==> src/rtl/id_ex_stage_pkg.sv <==
// Shared constants for the ID/EX stage: default widths and the ALU opcode encoding.
package id_ex_stage_pkg;

    localparam int unsigned DATA_W_DEF = 32;
    localparam int unsigned REG_AW_DEF = 5;
    localparam int unsigned ALU_OP_W   = 3;

    typedef enum logic [ALU_OP_W-1:0] {
        ALU_OR   = 3'b000,
        ALU_AND  = 3'b001,
        ALU_XOR  = 3'b010,
        ALU_ADD  = 3'b011,
        ALU_NOR  = 3'b100,
        ALU_NAND = 3'b101,
        ALU_SLT  = 3'b110,
        ALU_SUB  = 3'b111
    } alu_op_e;

    localparam logic [ALU_OP_W-1:0] BUBBLE_OP = ALU_OR;

endpackage

==> src/rtl/id_ex_stage_fwd_mux.sv <==
// Operand forwarding select for one source: EX/MEM over MEM/WB over registered data;
// register 0 is never forwarded and always reads as zero.
module fwd_mux
    import id_ex_stage_pkg::*;
#(
    parameter int unsigned DATA_W = DATA_W_DEF,
    parameter int unsigned REG_AW = REG_AW_DEF
) (
    input  logic [REG_AW-1:0] src,
    input  logic [DATA_W-1:0] reg_data,
    input  logic [REG_AW-1:0] exmem_rd,
    input  logic              exmem_wr,
    input  logic [DATA_W-1:0] exmem_result,
    input  logic [REG_AW-1:0] memwb_rd,
    input  logic              memwb_wr,
    input  logic [DATA_W-1:0] memwb_result,
    output logic [DATA_W-1:0] operand
);

    logic src_zero;

    assign src_zero = (src == '0);

    always_comb begin
        operand = reg_data;
        if (src_zero) begin
            operand = '0;
        end else if (exmem_wr && (exmem_rd == src)) begin
            operand = exmem_result;
        end else if (memwb_wr && (memwb_rd == src)) begin
            operand = memwb_result;
        end
    end

endmodule

==> src/rtl/id_ex_stage.sv <==
// ID/EX pipeline register with operand forwarding into the ALU; supports stall and flush.
module id_ex_stage
    import id_ex_stage_pkg::*;
#(
    parameter int unsigned DATA_W = DATA_W_DEF,
    parameter int unsigned REG_AW = REG_AW_DEF
) (
    input  logic                clk,
    input  logic                rst,
    input  logic                stall,
    input  logic                flush,
    input  logic                id_valid,
    input  logic [DATA_W-1:0]   id_rs1_data,
    input  logic [DATA_W-1:0]   id_rs2_data,
    input  logic [DATA_W-1:0]   id_imm,
    input  logic [REG_AW-1:0]   id_rs1,
    input  logic [REG_AW-1:0]   id_rs2,
    input  logic [REG_AW-1:0]   id_rd,
    input  logic [ALU_OP_W-1:0] id_alu_op,
    input  logic                id_use_imm,
    input  logic                id_reg_write,
    input  logic [REG_AW-1:0]   exmem_rd,
    input  logic                exmem_wr,
    input  logic [DATA_W-1:0]   exmem_result,
    input  logic [REG_AW-1:0]   memwb_rd,
    input  logic                memwb_wr,
    input  logic [DATA_W-1:0]   memwb_result,
    output logic [DATA_W-1:0]   alu_a,
    output logic [DATA_W-1:0]   alu_b,
    output logic [ALU_OP_W-1:0] alu_op,
    output logic [REG_AW-1:0]   ex_rd,
    output logic                ex_reg_write,
    output logic                ex_valid
);

    logic [REG_AW-1:0] rs1_q;
    logic [REG_AW-1:0] rs2_q;
    logic [DATA_W-1:0] rs1_data_q;
    logic [DATA_W-1:0] rs2_data_q;
    logic [DATA_W-1:0] imm_q;
    logic              use_imm_q;
    logic [DATA_W-1:0] fwd_a;
    logic [DATA_W-1:0] fwd_b;
    logic              load_bubble;

    assign load_bubble = flush || (!stall && !id_valid);

    // Stall keeps control but re-latches forwarded operands so a retiring producer is not lost.
    always_ff @(posedge clk) begin
        if (rst || load_bubble) begin
            ex_valid     <= 1'b0;
            ex_reg_write <= 1'b0;
            alu_op       <= BUBBLE_OP;
            ex_rd        <= '0;
            rs1_q        <= '0;
            rs2_q        <= '0;
            rs1_data_q   <= '0;
            rs2_data_q   <= '0;
            imm_q        <= '0;
            use_imm_q    <= 1'b0;
        end else if (stall) begin
            rs1_data_q   <= fwd_a;
            rs2_data_q   <= fwd_b;
        end else begin
            ex_valid     <= 1'b1;
            ex_reg_write <= id_reg_write;
            alu_op       <= id_alu_op;
            ex_rd        <= id_rd;
            rs1_q        <= id_rs1;
            rs2_q        <= id_rs2;
            rs1_data_q   <= id_rs1_data;
            rs2_data_q   <= id_rs2_data;
            imm_q        <= id_imm;
            use_imm_q    <= id_use_imm;
        end
    end

    fwd_mux #(.DATA_W(DATA_W), .REG_AW(REG_AW)) u_fwd_rs1 (
        .src          (rs1_q),
        .reg_data     (rs1_data_q),
        .exmem_rd     (exmem_rd),
        .exmem_wr     (exmem_wr),
        .exmem_result (exmem_result),
        .memwb_rd     (memwb_rd),
        .memwb_wr     (memwb_wr),
        .memwb_result (memwb_result),
        .operand      (fwd_a)
    );

    fwd_mux #(.DATA_W(DATA_W), .REG_AW(REG_AW)) u_fwd_rs2 (
        .src          (rs2_q),
        .reg_data     (rs2_data_q),
        .exmem_rd     (exmem_rd),
        .exmem_wr     (exmem_wr),
        .exmem_result (exmem_result),
        .memwb_rd     (memwb_rd),
        .memwb_wr     (memwb_wr),
        .memwb_result (memwb_result),
        .operand      (fwd_b)
    );

    assign alu_a = fwd_a;
    assign alu_b = use_imm_q ? imm_q : fwd_b;

endmodule

==> config.mk <==
export PLATFORM = sky130hd
export DESIGN_NAME = id_ex_stage
export DESIGN_NICKNAME = d
export VERILOG_FILES = /design/src/rtl/id_ex_stage_pkg.sv /design/src/rtl/id_ex_stage_fwd_mux.sv /design/src/rtl/id_ex_stage.sv
export SDC_FILE = /design/constraint.sdc
export NUM_CORES = 1
export LEC_CHECK = 0
export CAP_MARGIN = 20
export CORE_ASPECT_RATIO = 0.8
export CORE_MARGIN = 1.5
export CORE_UTILIZATION = 40
export CTS_BUF_LIST = sky130_fd_sc_hd__clkbuf_8
export DETAILED_ROUTE_END_ITERATION = 6
export PLACE_DENSITY = 0.76
export SYNTH_ARGS = -nofsm -noshare
export SYNTH_HDL_FRONTEND = slang
export SYNTH_SLANG_ARGS = --single-unit
==> constraint.sdc <==
create_clock -name clk -period 5.8 [get_ports clk]
set_input_delay 1.16 -clock clk [delete_from_list [all_inputs] [get_ports clk]]
set_output_delay 1.16 -clock clk [all_outputs]
set_load 0.1 [all_outputs]
==> results of run 1 <==
-- synth_stat cells --
library cell | n | area, um2
a21oi_1 | 1 | 5.00
a221o_1 | 24 | 240
a221oi_1 | 10 | 87.6
a221oi_2 | 30 | 450
a32o_1 | 48 | 480
and2_1 | 32 | 200
and3_1 | 1 | 6.26
buf_1 | 7 | 26.3
buf_12 | 3 | 60.1
buf_2 | 9 | 45.0
buf_6 | 4 | 45.0
clkbuf_1 | 46 | 173
dfxtp_1 | 117 | 2340
inv_1 | 2 | 7.51
mux2i_1 | 52 | 521
nand2_1 | 53 | 199
nand3_1 | 2 | 10.0
nand4_1 | 2 | 12.5
nor2_1 | 100 | 375
nor3_1 | 2 | 10.0
nor4b_1 | 1 | 8.76
o21a_1 | 1 | 7.51
o21ai_0 | 66 | 330
o21ai_1 | 31 | 155
o31ai_1 | 16 | 120
or2_2 | 4 | 25.0
or3_1 | 25 | 156
or4_1 | 1 | 7.51
or4_4 | 1 | 11.3
xnor2_1 | 18 | 158
xor2_1 | 2 | 17.5
-- cells by family after synthesis --
| kind of cell | count (synthesis) | synth area share [%] |
|---|---|---|
| AOI/OAI and AO/OA | 227 | 29.8 |
| and+or+nand+nor | 224 | 16.2 |
| DFF | 117 | 37.2 |
| xor gates and xnor gates | 20 | 2.78 |
| muxes | 52 | 8.27 |
| buffers and inverters | 71 | 5.67 |
-- registers in the layout (all words and copies together), names as in the netlist --
register,count
imm_q,32
rs2_q,5
ex_rd,5
alu_op,3
ex_reg_write,1
rs2_data_q,32
use_imm_q,1
rs1_data_q,32
ex_valid,1
rs1_q,5
-- cell type report --
cell class | instances | share of cell area, %
clock buffers | 20 | 2.72
clock inverters | 12 | 1.35
inverters | 2 | 0.0741
multi-input cells | 523 | 36.0
flip-flops and latches | 117 | 23.1
well taps | 210 | 2.59
repair buffers | 284 | 34.1
-- per-layer routing --
| metal | track usage [%] | wire [um] |
|---|---|---|
| met1 | 38.6 | 10200 |
| met2 | 46.7 | 11100 |
| met3 | 11.2 | 3070 |
| met4 | 8.64 | 400 |
| met5 | 0 | 13 |
-- power groups by stage --
stage               combinational (mW)  sequential (mW)  clock [mW]
floorplan                        0.194            0.862           0
global placement                 0.428            0.852           0
detailed placement               0.432            0.852           0
CTS                              0.435            0.834       0.801
global route                     0.459            0.836       0.843
finish                           0.436            0.835       0.789
-- final timing paths --
kind / depth (start not counted) / startpoint / slack [ns] / end
worst min-delay path: 2 / ex_valid / 0.45 / ex_valid
worst max-delay path: 7 / memwb_rd[3] / 0.99 / alu_b[8]
worst min register to register: 2 / ex_valid / 0.45 / ex_valid
worst max register to register: 6 / rs1_q[0] / 3.39 / rs1_data_q[6]
-- metrics by stage --
stage,power [mW],hold slack [ns],instance area [um2]
floorplan,1.06,0.464,6290
global placement,1.28,0.436,9720
detailed placement,1.28,0.441,9720
CTS,2.07,0.451,10100
global route,2.14,0.474,10100
finish,2.06,0.446,10100
-- worst max-delay path: stages --
cell             delay, ns
clkdlybuf4s50_1       0.52
xnor2_1               0.14
nand3_1               0.17
nor2_4                0.68
a221oi_1              0.26
o31ai_1               0.46
buf_12                0.24
==> flow_summary.json, run 1 <==
{
  "ys_warn_count": 0,
  "drt-wirelength-per-cell_um": 21.2,
  "clk_latency_ns": 0.45,
  "power.switching_uw": 573,
  "viasPerCell": 5.77,
  "die_width_um": 143,
  "cts_root_buf": "clkbuf_8",
  "ys_types": 31,
  "syn_area_per_cell_um2": 8.85,
  "grt_pass1_vias": 6677,
  "h-tree-depth": 4,
  "post-route-period-util_pct": 83.0,
  "hold_violations": 0,
  "syn-cell-area_um2": 6290,
  "grt_pass1_wl_mm": 37.2,
  "layout_common_cells": "clkdlybuf4s50_1 (205), dfxtp_1 (116), nor2_1 (95), o21ai_0 (66), buf_12 (65)",
  "grt_max_degree": 65,
  "rsz0062_at_grt": "no",
  "portBuffers": 270,
  "final.fill_count": 1284,
  "start_util_pct": 41.4,
  "preCtsSetupSlack_ns": 1.04,
  "setup-tns-final_ns": 0,
  "power_frac_seq_pct": 40.5,
  "maxSlewViolCount": 0,
  "grt-ovfl-total": 0,
  "clkPwrFrac_pct": 38.3,
  "ys_seq_elements": 117,
  "p_per_area_nw_per_um2": 203,
  "cp-end-kind": "output port",
  "netlist_instances": 711,
  "arrival_ns": 3.65,
  "nets": 1142,
  "seq_area_frac_synth_pct": 37.2,
  "antenna_found_initial": 1,
  "cp-start-kind": "primary input",
  "synth_nets": 908,
  "post-route-util_pct": 66.6,
  "hold_buffers": 0,
  "fin_ws_ns": 0.987,
  "area_growth_pct": 60.9,
  "fp.dieH_um": 115,
  "first_pass_iters": 5,
  "status": "complete, no violations",
  "finClkSkew_ns": 0.0136,
  "drtAntennaViolNets": 0,
  "p_int_mw": 1.49,
  "min_period_ns": 4.81,
  "fmax_ghz": 0.208,
  "tritoncts": "built",
  "layout-drive-gt1-share_pct": 15.9,
  "critPathRequiredTime_ns": 4.64,
  "p_leak_nw": 3.56,
  "critPathKind": "primary input to output port",
  "cts.sinks": 117,
  "vdd_drop_max_v": 0.000125,
  "grt.total_usage_pct": 29.9,
  "stdcell_count": 1168,
  "fp-row-count": 40,
  "path_clk_slew_ns": 0.06,
  "clockBufferDepth": 2,
  "multi_input_area_um2": 3640,
  "maxCapViolations": 0,
  "wirelength_mm": 24.8,
  "gp_congestion": 0.895,
  "slew_headroom_pct": 29.1,
  "seq_area_um2": 2340,
  "dp_hpwl_mm": 17.0,
  "setup_viol": 0,
  "diodes": 0,
  "core_area_um2": 15200,
  "worstMarginPinSlew_ns": 1.06,
  "cts_setup_buffers": 0,
  "final_common_cell": "clkdlybuf4s50_1",
  "p_sw_share_pct": 27.8,
  "vias": 6737,
  "hold_path.class": "register to register",
  "dp_cells": 1136,
  "comb_power_share_pct": 21.2,
  "drcViolationCount": 0,
  "worst-path-max-fanout": 28,
  "drtIter0Drc": 537,
  "cts_buffers": 17,
  "ios": 271,
  "cts_resized": 0,
  "die_area_um2": 16500
}
Power figures use the tool's default switching activity.
==> inputs of run 2 (changes only) <==
==> constraint.sdc (replaced) <==
create_clock -name clk -period 4.5 [get_ports clk]
set_input_delay 0.9 -clock clk [delete_from_list [all_inputs] [get_ports clk]]
set_output_delay 0.9 -clock clk [all_outputs]
set_load 0.1 [all_outputs]
==> flow_summary.json, run 2 (same netlist as run 1, synthesis figures left out) <==
{
  "cts_resized": 0,
  "drtIter0Drc": 622,
  "setup-tns-final_ns": 0,
  "post-route-period-util_pct": 92.4,
  "p_leak_nw": 3.63,
  "crit_start": "memwb_rd[2]",
  "post-route-util_pct": 67.4,
  "power_frac_seq_pct": 40.9,
  "power.switching_uw": 753,
  "hold_path.class": "register to register",
  "comb_power_share_pct": 21.8,
  "crit_path_max_incr_delay_ns": 0.57,
  "cp_cell_sequence": "clkdlybuf4s50_1, xnor2_1, nand3_1, or4_4, buf_4, a221oi_1, nor2_1, buf_12",
  "first_pass_iters": 6,
  "grt_pass1_vias": 6971,
  "clk_latency_ns": 0.45,
  "arrival_ns": 3.26,
  "worst-path-max-fanout": 13,
  "vias": 6827,
  "cts_root_buf": "clkbuf_8",
  "cts.sinks": 117,
  "core_area_um2": 15200,
  "p_per_area_nw_per_um2": 257,
  "r2r-start": "rs1_q[0]",
  "start_util_pct": 41.4,
  "p_int_mw": 1.88,
  "drtAntennaViolNets": 0,
  "layout_common_cells": "clkdlybuf4s50_1 (205), dfxtp_1 (116), nor2_1 (95), buf_12 (67), o21ai_0 (66)",
  "dp_hpwl_mm": 17.8,
  "die_width_um": 143,
  "die_area_um2": 16500,
  "path_clk_slew_ns": 0.07,
  "final.fill_count": 1244,
  "hold_violations": 0,
  "grt_max_degree": 65,
  "cp-end-kind": "output port",
  "h-tree-depth": 4,
  "hold_buffers": 0,
  "fmax_ghz": 0.240,
  "cts_buffers": 17,
  "grt_pass1_wl_mm": 39.2,
  "critPathKind": "primary input to output port",
  "clockBufferDepth": 2,
  "grt.total_usage_pct": 31.6,
  "p_sw_share_pct": 28.6,
  "maxSlewViolCount": 0,
  "final_common_cell": "clkdlybuf4s50_1",
  "tritoncts": "built",
  "wirelength_mm": 25.6,
  "rsz0062_at_grt": "no",
  "hp-start": "ex_valid",
  "antenna_found_initial": 0,
  "reg_top3": "imm_q (32), rs1_data_q (32), rs2_data_q (32)",
  "fp.dieH_um": 115,
  "min_period_ns": 4.16,
  "setup_viol": 0,
  "slew_headroom_pct": 25.3,
  "status": "complete, no violations",
  "layout-drive-gt1-share_pct": 17.8,
  "cp-start-kind": "primary input",
  "portBuffers": 270,
  "worstMarginPinSlew_ns": 1.12,
  "grt-ovfl-total": 0,
  "drcViolationCount": 0,
  "diodes": 0,
  "vdd_drop_max_v": 0.000174,
  "drt-wirelength-per-cell_um": 21.8,
  "viasPerCell": 5.80,
  "gp_congestion": 0.929,
  "clkPwrFrac_pct": 37.3,
  "nets": 1152,
  "ios": 271,
  "cts_setup_buffers": 0,
  "finClkSkew_ns": 0.00869,
  "area_growth_pct": 62.9,
  "cp_slowest_cell": "or4_4",
  "fp-row-count": 40,
  "critPathRequiredTime_ns": 3.60,
  "maxCapViolations": 0
}
run 2: cell types whose count changed in the layout (fill, tap and decap cells not counted), sizes merged:
cell / previous run / this run
clkbuf: 20 / 21
clkinvlp: 2 / 1
bufinv: 3 / 2
buf: 79 / 89
clkinv: 4 / 7
inv: 5 / 3
run 2: stage by stage:
step	cell area, um2	worst slack [ns]	cells	hold slack, ns	power [mW]
global route	10300	0.255	1178	0.485	2.73
CTS	10300	0.360	1178	0.466	2.64
floorplan	6330	0.310	711	0.464	1.36
global placement	9860	0.408	1146	0.438	1.66
finish	10300	0.341	1178	0.466	2.63
detailed placement	9860	0.376	1146	0.456	1.67
run 2: final timing paths:
| kind | to | slack (ns) | cells after the start |
|---|---|---|---|
| max reg2reg | rs1_data_q[31] | 2.13 | 6 |
| min | ex_valid | 0.47 | 2 |
| min reg2reg | ex_valid | 0.47 | 2 |
| max | alu_a[31] | 0.34 | 8 |
run 2: layer usage:
layer | track usage, % | wire [um] | vias to the layer above
met2 | 49.4 | 11200 | 413
met1 | 40.8 | 10700 | 3229
met3 | 11.4 | 3210 | 43
met4 | 10.4 | 540 | 0
met5 | 0 | 0 | -
li1 | - | - | 3142
run 2: critical path, delay by kind of cell:
kind            cells  cell delay, ns
xor+xnor            1            0.13
simple gates        3            0.90
buf+inv             3            0.94
compound gates      1            0.36
run 2: layout make-up:
type	instances	area, um2	share of cell area, %
clock inverter	11	106	1.04
clock buffer	21	289	2.82
inverter	2	7.51	0.0732
multi-input combinational	523	3680	35.9
sequential	117	2340	22.9
timing repair buffer	294	3560	34.7
tap	210	263	2.56
run 2: power groups by stage:
stage          Clock (mW)  Combinational, mW  Sequential (mW)
2_1_floorplan           0              0.252             1.11
3_3_place_gp            0              0.564             1.10
3_5_place_dp            0              0.567             1.10
4_1_cts             0.992              0.571             1.08
5_1_grt              1.04              0.607             1.08
6_report            0.983              0.574             1.08
